File: src/rtl/nn_pkg.sv
// Shared constants for the 6-7-3 sensor network: weights, biases, widths and the sequencer state type.
package nn_pkg;

   localparam int unsigned HACC_W_DEF = 14;
   localparam int unsigned OACC_W_DEF = 28;
   localparam int unsigned COEF_W     = 16;
   localparam int unsigned H_W        = 12;
   localparam int unsigned O_W        = 26;
   localparam int unsigned N_IN       = 6;
   localparam int unsigned N_HID      = 7;
   localparam int unsigned N_OUT      = 3;

   typedef logic signed [COEF_W-1:0] coef_t;

   typedef enum logic [2:0] {
      IDLE = 3'd0,
      HID  = 3'd1,
      OUT  = 3'd2,
      ARG  = 3'd3,
      DONE = 3'd4
   } state_t;

   localparam coef_t W_HID [N_HID][N_IN] = '{
      '{-16'sd30,  16'sd12, -16'sd25,  16'sd8,  -16'sd40,  16'sd20},
      '{ 16'sd35, -16'sd10,  16'sd22, -16'sd15,  16'sd18,  16'sd9 },
      '{-16'sd12,  16'sd40,  16'sd15,  16'sd30, -16'sd20, -16'sd8 },
      '{ 16'sd25,  16'sd18, -16'sd30,  16'sd45,  16'sd10, -16'sd22},
      '{-16'sd50, -16'sd20,  16'sd14, -16'sd10,  16'sd33,  16'sd5 },
      '{ 16'sd10,  16'sd28,  16'sd36, -16'sd18, -16'sd12,  16'sd40},
      '{ 16'sd44, -16'sd33,  16'sd5,   16'sd21,  16'sd27, -16'sd16}
   };

   localparam coef_t B_HID [N_HID] = '{
      16'sd89, -16'sd20, -16'sd10, -16'sd5, 16'sd40, -16'sd30, -16'sd1
   };

   localparam coef_t W_OUT [N_OUT][N_HID] = '{
      '{16'sd100, -16'sd40,  16'sd70, -16'sd20, 16'sd50,  16'sd30, -16'sd60},
      '{16'sd900,  16'sd80, -16'sd90,  16'sd60, 16'sd100, -16'sd70, 16'sd20},
      '{16'sd250,  16'sd30,  16'sd40, -16'sd80, 16'sd120, 16'sd90,  16'sd110}
   };

   localparam coef_t B_OUT [N_OUT] = '{
      16'sd1326, 16'sd1339, 16'sd146
   };

endpackage

File: src/rtl/nn_mac.sv
// Single shared signed multiply-accumulate unit with synchronous clear and bias load.
module nn_mac
   import nn_pkg::*;
#(
   parameter int unsigned ACC_W = OACC_W_DEF,
   parameter int unsigned CF_W  = COEF_W,
   parameter int unsigned OPD_W = H_W
) (
   input  logic                    clk,
   input  logic                    rst,
   input  logic                    load,
   input  logic                    en,
   input  logic signed [CF_W-1:0]  coef,
   input  logic [OPD_W-1:0]        opd,
   input  logic signed [CF_W-1:0]  bias,
   output logic signed [ACC_W-1:0] acc
);

   localparam int unsigned PROD_W = CF_W + OPD_W + 1;

   logic signed [PROD_W-1:0] prod_c;

   // Operand is an unsigned activation, so it is zero-extended before the signed multiply.
   assign prod_c = PROD_W'(coef) * PROD_W'($signed({1'b0, opd}));

   always_ff @(posedge clk) begin
      if (rst) begin
         acc <= '0;
      end else if (load) begin
         acc <= ACC_W'(bias);
      end else if (en) begin
         acc <= acc + ACC_W'(prod_c);
      end
   end

endmodule

File: src/rtl/nn_sequencer.sv
// Serial 6-7-3 network inference: one MAC walks hidden then output nodes, then an argmax picks the move.
module nn_sequencer
   import nn_pkg::*;
#(
   parameter int unsigned HACC_W = HACC_W_DEF,
   parameter int unsigned OACC_W = OACC_W_DEF
) (
   input  logic       clk,
   input  logic       rst,
   input  logic       start,
   input  logic [5:0] sensors,
   output logic       busy,
   output logic       done,
   output logic [1:0] move,
   output logic       valid
);

   state_t state, state_nx;

   logic [2:0]               node, term;
   logic [2:0]               tidx_c;
   logic [1:0]               oidx_c;
   logic                     last_hid_c, last_out_c;
   logic [5:0]               sens_q;
   logic [H_W-1:0]           h [N_HID];
   logic [O_W-1:0]           o_q [2];

   logic                     accept_c, mac_load_c, mac_en_c;
   logic signed [COEF_W-1:0] coef_c, bias_c;
   logic [H_W-1:0]           opd_c;
   logic signed [OACC_W-1:0] acc;
   logic signed [HACC_W-1:0] hacc_c;
   logic [H_W-1:0]           hrelu_c;
   logic [O_W-1:0]           orelu_c;
   logic [1:0]               move_c;

   assign tidx_c     = (term == 3'd0) ? 3'd0 : term - 3'd1;
   assign oidx_c     = (node > 3'd2) ? 2'd0 : node[1:0];
   assign last_hid_c = (node == 3'd6) && (term == 3'd6);
   assign last_out_c = (node == 3'd2) && (term == 3'd7);

   // ReLU views of the accumulator; a finished node is read on the following node's bias cycle.
   assign hacc_c  = HACC_W'(acc);
   assign hrelu_c = (!hacc_c[HACC_W-1] && (hacc_c != '0)) ? hacc_c[H_W-1:0] : '0;
   assign orelu_c = (!acc[OACC_W-1] && (acc != '0)) ? acc[O_W-1:0] : '0;

   always_ff @(posedge clk) begin
      if (rst) begin
         state <= IDLE;
      end else begin
         state <= state_nx;
      end
   end

   always_comb begin
      state_nx = state;
      case (state)
         IDLE:    if (start) state_nx = HID;
         HID:     if (last_hid_c) state_nx = OUT;
         OUT:     if (last_out_c) state_nx = ARG;
         ARG:     state_nx = DONE;
         DONE:    state_nx = IDLE;
         default: state_nx = IDLE;
      endcase
   end

   // Term 0 of every node loads the bias; the remaining terms accumulate weight*input.
   always_comb begin
      accept_c   = 1'b0;
      mac_load_c = 1'b0;
      mac_en_c   = 1'b0;
      coef_c     = '0;
      bias_c     = '0;
      opd_c      = '0;
      case (state)
         IDLE: accept_c = start;
         HID: begin
            mac_load_c = (term == 3'd0);
            mac_en_c   = (term != 3'd0);
            bias_c     = B_HID[node];
            coef_c     = W_HID[node][tidx_c];
            opd_c      = H_W'(sens_q[tidx_c]);
         end
         OUT: begin
            mac_load_c = (term == 3'd0);
            mac_en_c   = (term != 3'd0);
            bias_c     = B_OUT[oidx_c];
            coef_c     = W_OUT[oidx_c][tidx_c];
            opd_c      = h[tidx_c];
         end
         default: ;
      endcase
   end

   always_ff @(posedge clk) begin
      if (rst) begin
         node <= '0;
         term <= '0;
      end else begin
         case (state)
            HID: begin
               if (term == 3'd6) begin
                  term <= '0;
                  node <= (node == 3'd6) ? '0 : node + 3'd1;
               end else begin
                  term <= term + 3'd1;
               end
            end
            OUT: begin
               if (term == 3'd7) begin
                  term <= '0;
                  node <= (node == 3'd2) ? '0 : node + 3'd1;
               end else begin
                  term <= term + 3'd1;
               end
            end
            default: begin
               node <= '0;
               term <= '0;
            end
         endcase
      end
   end

   always_ff @(posedge clk) begin
      if (rst) begin
         h   <= '{default: '0};
         o_q <= '{default: '0};
      end else begin
         if (state == HID && term == 3'd0 && node != 3'd0) h[node - 3'd1] <= hrelu_c;
         if (state == OUT && term == 3'd0 && node == 3'd0) h[N_HID-1] <= hrelu_c;
         if (state == OUT && term == 3'd0 && node != 3'd0) o_q[node[1]] <= orelu_c;
      end
   end

   // Strict compares so ties fall to the higher-indexed output; o3 is still in the accumulator.
   always_comb begin
      move_c = 2'd2;
      if (o_q[0] > o_q[1] && o_q[0] > orelu_c) begin
         move_c = 2'd0;
      end else if (o_q[0] <= o_q[1] && o_q[1] > orelu_c) begin
         move_c = 2'd1;
      end
   end

   always_ff @(posedge clk) begin
      if (rst) begin
         busy   <= 1'b0;
         done   <= 1'b0;
         move   <= 2'd0;
         valid  <= 1'b0;
         sens_q <= '0;
      end else begin
         busy <= (state_nx != IDLE);
         done <= (state == ARG);
         if (state == ARG) begin
            move  <= move_c;
            valid <= 1'b1;
         end
         if (accept_c) sens_q <= sensors;
      end
   end

   nn_mac #(
      .ACC_W (OACC_W),
      .CF_W  (COEF_W),
      .OPD_W (H_W)
   ) u_mac (
      .clk  (clk),
      .rst  (rst),
      .load (mac_load_c),
      .en   (mac_en_c),
      .coef (coef_c),
      .opd  (opd_c),
      .bias (bias_c),
      .acc  (acc)
   );

endmodule

File: config.mk
export PLATFORM = sky130hd
export DESIGN_NAME = nn_sequencer
export DESIGN_NICKNAME = d
export VERILOG_FILES = /design/src/rtl/nn_pkg.sv /design/src/rtl/nn_mac.sv /design/src/rtl/nn_sequencer.sv
export SDC_FILE = /design/constraint.sdc
export NUM_CORES = 1
export LEC_CHECK = 0
export ABC_CLOCK_PERIOD_IN_PS = 10600
export CORE_MARGIN = 3
export CORE_UTILIZATION = 35
export CTS_BUF_LIST = sky130_fd_sc_hd__clkbuf_4
export CTS_CLUSTER_SIZE = 30
export DETAILED_ROUTE_END_ITERATION = 10
export GPL_TIMING_DRIVEN = 0
export SLEW_MARGIN = 10
export SYNTH_ARGS = -nofsm -noshare
export SYNTH_HDL_FRONTEND = slang
export SYNTH_HIERARCHICAL = 1
export SYNTH_SLANG_ARGS = --single-unit
File: constraint.sdc
create_clock -name clk -period 10.6 [get_ports clk]
set_input_delay 1.06 -clock clk [delete_from_list [all_inputs] [get_ports clk]]
set_output_delay 1.06 -clock clk [all_outputs]
set_load 0.03 [all_outputs]
==> results of run 1 <==
## path summary, 6_finish.rpt
| kind | from | endpoint | slack [ps] |
|---|---|---|---|
| max | node[0]$_SDFFE_PP0P_ | u_mac/acc[26]$_SDFFE_PP0P_ | 760 |
| min reg2reg | valid$_SDFFE_PP0P_ | valid$_SDFFE_PP0P_ | 460 |
| max reg2reg | node[0]$_SDFFE_PP0P_ | u_mac/acc[26]$_SDFFE_PP0P_ | 760 |
| min | valid$_SDFFE_PP0P_ | valid$_SDFFE_PP0P_ | 460 |
## layout by cell type, fill, tap and decap left out, types with 65 or more instances in the layout
cell	synthesis	final
fa_1	198	198
dfxtp_1	184	184
o21ai_0	67	65
mux2i_1	108	108
clkbuf_1	91	91
inv_1	320	320
and2_1	108	108
ha_1	172	172
a21oi_1	184	184
nor2_1	284	284
nand2_1	230	230
## state kept, by name, indices dropped and copies added, names as in the netlist
register	flops
o_q	52
busy	1
h	84
sens_q	6
state	3
valid	1
done	1
node	3
move	2
term	3
u_mac/acc	28
## power groups by stage
| stage | combinational (mW) | clock [mW] | sequential (mW) |
|---|---|---|---|
| after floorplan | 0.212 | 0 | 0.730 |
| after global placement | 0.308 | 0 | 0.738 |
| after detailed placement | 0.313 | 0 | 0.738 |
| after CTS | 0.315 | 0.383 | 0.723 |
| after global routing | 0.350 | 0.406 | 0.725 |
| final | 0.318 | 0.366 | 0.724 |
## metrics by stage
stage               TNS, ps  std cells  hold slack (ps)  area [um2]
floorplan                 0       2301              454       18900
global placement      -96.7       3002              435       19900
detailed placement        0       3003              442       19900
CTS                       0       3034              463       20100
global route              0       3035              492       20100
finish                    0       3036              458       20100
## logic make-up (layout without fill, tap and decap cells)
group           Yosys count  in the layout
buf+inv                 442            487
xor+xnor                 29             29
other cells               0              2
simple gates            767            767
mux                     113            113
fa+ha+maj               370            370
compound gates          396            396
flops                   184            184
## final cells by class
cell class,count,area (um2)
Fill cell,5584,32800
Multi-Input combinational cell,1675,13500
Sequential cell,184,3680
Inverter,321,1200
Tap cell,688,861
Buffer,121,484
Timing Repair Buffer,14,138
Clock buffer,18,135
Clock inverter,13,108
Antenna cell,2,5.00
## per-layer routing
metal,track usage [%],vias up,part of all wire (%),routed length [um]
met4,5.94,0,2.5,1350
met1,25.7,7841,45,24400
met2,32.4,414,48,25600
li1,-,7570,-,-
met5,0,-,0,0
met3,2.43,91,4.6,2450
## worst min-delay path, cell delays in order, from the launching register on
cell     delay [ps]
dfxtp_1         340
inv_1            50
a21oi_1          50
==> results.py, run 1 <==
metrics = {
    "run_status": {
        "status": "completed",
    },
    "setup_path": {
        "path_depth": 32,
        "cpPeakStageDelay_ps": 570,
        "crit_top_cell": "fa_1",
        "cp_max_fo": 15,
        "path_buf_inv": 9,
        "start_kind": "register",
        "cp_slowest_cell": "fa_1",
        "critPathArrivalTime_ps": 10370,
        "r2r_cells": 32,
        "end_kind": "register",
        "crit_family": "adder cells",
        "path_class": "reg -> reg",
        "worstPathRequired_ps": 11130,
    },
    "synthesis": {
        "async_flop_share_pct": 0,
        "yosys.area_share.simple_pct": 18.7,
        "yosys_warnings": 6,
        "yosysMostFrequentCell": "inv_1",
        "ys_seq_area_share_pct": 19.5,
        "synthTopCellsByArea": "fa_1 (21%), dfxtp_1 (20%), ha_1 (11%)",
        "synth_mux_area_share_pct": 6.14,
        "netlist_area_mm2": 0.0189,
        "synth_cells": 2301,
        "syn-num-nets": 2680,
        "synth_top_family_by_area": "adder cells",
        "synth_largest_area_cell": "fa_1",
        "synth_compound_area_share_pct": 13.0,
        "synth-seq-cells": 184,
        "yosys.area_share.xor_xnor_pct": 1.34,
        "ys.flop_type": "dfxtp_1",
        "synth_fa_ha_area_share_pct": 32.4,
        "synth.avg_cell_area_um2": 8.21,
        "synth_top_area_share_pct": 21.0,
        "synth_cell_type_count": 75,
        "synth_common_cells": "inv_1 (320), nor2_1 (284), nand2_1 (230), fa_1 (198)",
        "synth_edf_count": 0,
    },
    "floorplanning": {
        "die_y_um": 238,
        "start_util_pct": 35.7,
        "die_area_mm2": 0.0568,
        "dieWidth_um": 238,
        "coreArea_mm2": 0.0530,
        "ioPinCount": 14,
        "fp-row-count": 84,
    },
    "power": {
        "power_density_mw_per_mm2": 69.9,
        "clock_power_share_pct": 26.0,
        "leakagePower_nw": 8.88,
        "p_int_mw": 0.919,
        "p_sw_share_pct": 34.7,
        "total_power_mw": 1.41,
        "peakVddDrop_v": 0.0000962,
        "p_seq_share_pct": 51.4,
        "power_switching_mw": 0.488,
        "combPwrFrac_pct": 22.6,
    },
    "clock_network": {
        "cts_hold_buf": 0,
        "clk_latency_ps": 650,
        "numCtsBuffers": 17,
        "clock-root-buffer": "clkbuf_4",
        "path_clk_slew_ps": 150,
        "h-tree-depth": 4,
        "postCtsSetupRepairBufs": 0,
        "ctsLongestPathBuffers": 2,
        "clock_sinks": 184,
        "ctsResizeCount": 0,
        "cts_tree": "built",
    },
    "timing": {
        "fin_ws_ps": 761,
        "final.period_utilization_pct": 92.8,
        "worst_slew_pin_slew_ps": 1180,
        "drv_slew": 0,
        "fmax_ghz": 0.102,
        "maxSlewHeadroom_pct": 21.2,
        "fin_crit_ps": 9840,
        "rsz0062_at_grt": "no",
        "finalSetupViolations": 0,
        "hold_viol": 0,
        "fin_skew_ps": 26.1,
    },
    "final_layout": {
        "post-route-util_pct": 38.0,
        "syn_to_final_growth_pct": 6.61,
        "final_nets": 2713,
        "drive_gt1_share_pct": 3.41,
    },
    "detailed_routing": {
        "drt_wl_total_um": 53800,
        "drtIter0Drc": 1071,
        "firstDrtPassIters": 5,
        "drc": 0,
        "vias": 15900,
        "wire_per_inst_um": 17.7,
        "vias_per_cell": 5.24,
        "postRouteAntennaNets": 0,
    },
    "placement": {
        "place_congestion": 0.920,
        "hpwl_um": 43800,
        "port_buffers": 13,
        "post-place-ws_ps": 787,
    },
    "min_path": {
        "min_path_cells": 2,
        "worst_hold_path_type": "reg -> reg",
    },
    "global_route": {
        "antenna_found_initial": 1,
        "grt_pass1_wl_um": 87200,
        "grt_use_total_pct": 19.2,
        "grt_max_degree": 17,
        "gr-total-overflow": 0,
        "first_global_vias": 16100,
    },
    "run": {
        "maxCapViolations": 0,
    },
}
(Power assumes the default switching activity.)
==> run 2: changes to the inputs <==
CAP_MARGIN = 5   (was not set)
PLACE_DENSITY = 0.57   (was not set)
==> results.py, run 2 (synthesized netlist as in run 1, its figures left out) <==
metrics = {
    "global_route": {
        "grt_pass1_wl_um": 88900,
        "antenna_found_initial": 2,
        "first_global_vias": 16300,
        "grt_use_total_pct": 19.7,
        "grt_max_degree": 19,
        "gr-total-overflow": 0,
    },
    "final_layout": {
        "final_nets": 2712,
        "multi_input_area_mm2": 0.0135,
        "mostFrequentLayoutCells": "inv_1 (320), nor2_1 (283), nand2_1 (230), fa_1 (198)",
        "final_common_cell": "inv_1",
        "largest_reg_flops": 84,
        "fill_cells": 5604,
        "post-route-util_pct": 38.1,
        "final_cell_area_mm2": 0.0202,
        "ff_latch_area_mm2": 0.00368,
        "drive_gt1_share_pct": 3.41,
        "syn_to_final_growth_pct": 6.76,
        "largest-register": "h",
        "largest_registers": "h x84, o_q x52, u_mac/acc x28",
    },
    "setup_path": {
        "crit_end": "u_mac/acc[19]$_SDFFE_PP0P_",
        "r2r_cells": 31,
        "ff2ff_setup_slack_ps": 740,
        "worstPathRequired_ps": 11140,
        "crit_top_cell": "fa_1",
        "critPathArrivalTime_ps": 10400,
        "r2r_end": "u_mac/acc[19]$_SDFFE_PP0P_",
        "r2r_start": "term[0]$_SDFF_PP0_",
        "cp_slowest_cell": "nor2_1",
        "cp_max_fo": 10,
        "cpPeakStageDelay_ps": 730,
        "start_kind": "register",
        "path_class": "reg -> reg",
        "end_kind": "register",
        "crit_start": "term[0]$_SDFF_PP0_",
    },
    "clock_network": {
        "ctsLongestPathBuffers": 2,
        "cts_tree": "built",
        "numCtsBuffers": 17,
        "clk_latency_ps": 630,
        "clock_sinks": 184,
        "h-tree-depth": 4,
        "path_clk_slew_ps": 160,
        "clock-root-buffer": "clkbuf_4",
    },
    "timing": {
        "rsz0062_at_grt": "no",
        "maxSlewHeadroom_pct": 30.0,
        "drv_slew": 0,
        "final.period_utilization_pct": 93.0,
        "fin_skew_ps": 35.7,
        "finalSetupViolations": 0,
        "hold_viol": 0,
        "fmax_ghz": 0.101,
        "final.setup.tns_ps": 0,
        "fin_crit_ps": 9860,
        "worst_slew_pin_slew_ps": 1050,
    },
    "placement": {
        "place_congestion": 0.904,
        "port_buffers": 13,
        "placed_cell_area_mm2": 0.0199,
        "hpwl_um": 44800,
    },
    "floorplanning": {
        "start_util_pct": 35.7,
        "die_area_mm2": 0.0568,
        "dieWidth_um": 238,
        "die_y_um": 238,
        "ioPinCount": 14,
        "fp-row-count": 84,
        "coreArea_mm2": 0.0530,
    },
    "detailed_routing": {
        "postRouteAntennaNets": 0,
        "firstDrtPassIters": 7,
        "wire_per_inst_um": 18.2,
        "vias": 15900,
        "vias_per_cell": 5.23,
        "drc": 0,
        "drtIter0Drc": 1025,
        "drt_wl_total_um": 55200,
    },
    "power": {
        "total_power_mw": 1.42,
        "leakagePower_nw": 8.88,
        "power_density_mw_per_mm2": 70.6,
        "peakVddDrop_v": 0.0000822,
    },
    "run_status": {
        "status": "completed",
    },
    "min_path": {
        "worst_hold_path_type": "reg -> reg",
    },
    "run": {
        "maxCapViolations": 0,
    },
}
==> run 2: final cells by class <==
cell class                 count  share of cell area [%]
antenna                        3                  0.0372
buffer                       121                    2.40
clock buffer                  18                   0.670
clock inverter                14                   0.639
inverter                     321                    5.98
multi-input combinational   1675                    67.1
sequential                   184                    18.3
tap                          688                    4.27
timing repair buffer          13                   0.645
==> run 2: metrics by stage <==
stage / hold slack (ps) / setup WS (ps) / std cells
global placement: 434 / -435 / 3002
detailed placement: 443 / 652 / 3002
finish: 456 / 745 / 3037
global route: 493 / 132 / 3036
CTS: 464 / 550 / 3034
floorplan: 454 / 2180 / 2301
==> run 2: worst min path at each step <==
stage / from / endpoint / slack (ps) / cells after the start
2_1_floorplan: o_q[26]$_SDFFE_PP0P_ / o_q[26]$_SDFFE_PP0P_ / 450 / 2
3_3_place_gp: valid$_SDFFE_PP0P_ / valid$_SDFFE_PP0P_ / 430 / 2
3_5_place_dp: valid$_SDFFE_PP0P_ / valid$_SDFFE_PP0P_ / 440 / 2
4_1_cts: valid$_SDFFE_PP0P_ / valid$_SDFFE_PP0P_ / 460 / 2
5_1_grt: valid$_SDFFE_PP0P_ / valid$_SDFFE_PP0P_ / 490 / 2
6_report: valid$_SDFFE_PP0P_ / valid$_SDFFE_PP0P_ / 460 / 2
==> run 2: where the power goes <==
part / switching, mW / total, mW / internal [mW]
clock: 0.261 / 0.381 / 0.120
sequential: 0.0200 / 0.725 / 0.705
combinational: 0.220 / 0.318 / 0.0986
total: 0.500 / 1.42 / 0.923
==> run 2: worst max-delay path: cells and delay by family (launching register included) <==
kind / cells / cell delay [ps]
AND/OR/NAND/NOR: 5 / 1500
buffers and inverters: 8 / 1850
adder cells (fa/ha/maj): 9 / 4030
flip-flops: 1 / 490
XOR/XNOR: 1 / 180
AO/OA/AOI/OAI: 8 / 1710
==> run 2: timing repair <==
action | 4_1_cts | 5_1_grt
setup endpoints to repair | 0 | 1
hold buffers | 0 | 0
resized for setup | 0 | 4
setup buffers | 0 | 0
==> run 2: metal layers <==
layer / GRT usage [%] / vias up / part of all wire (%)
li1: - / 7556 / -
met1: 26.6 / 7840 / 46
met2: 32.7 / 391 / 47
met3: 2.53 / 100 / 4.4
met4: 6.95 / 0 / 3.1
met5: 0 / - / 0
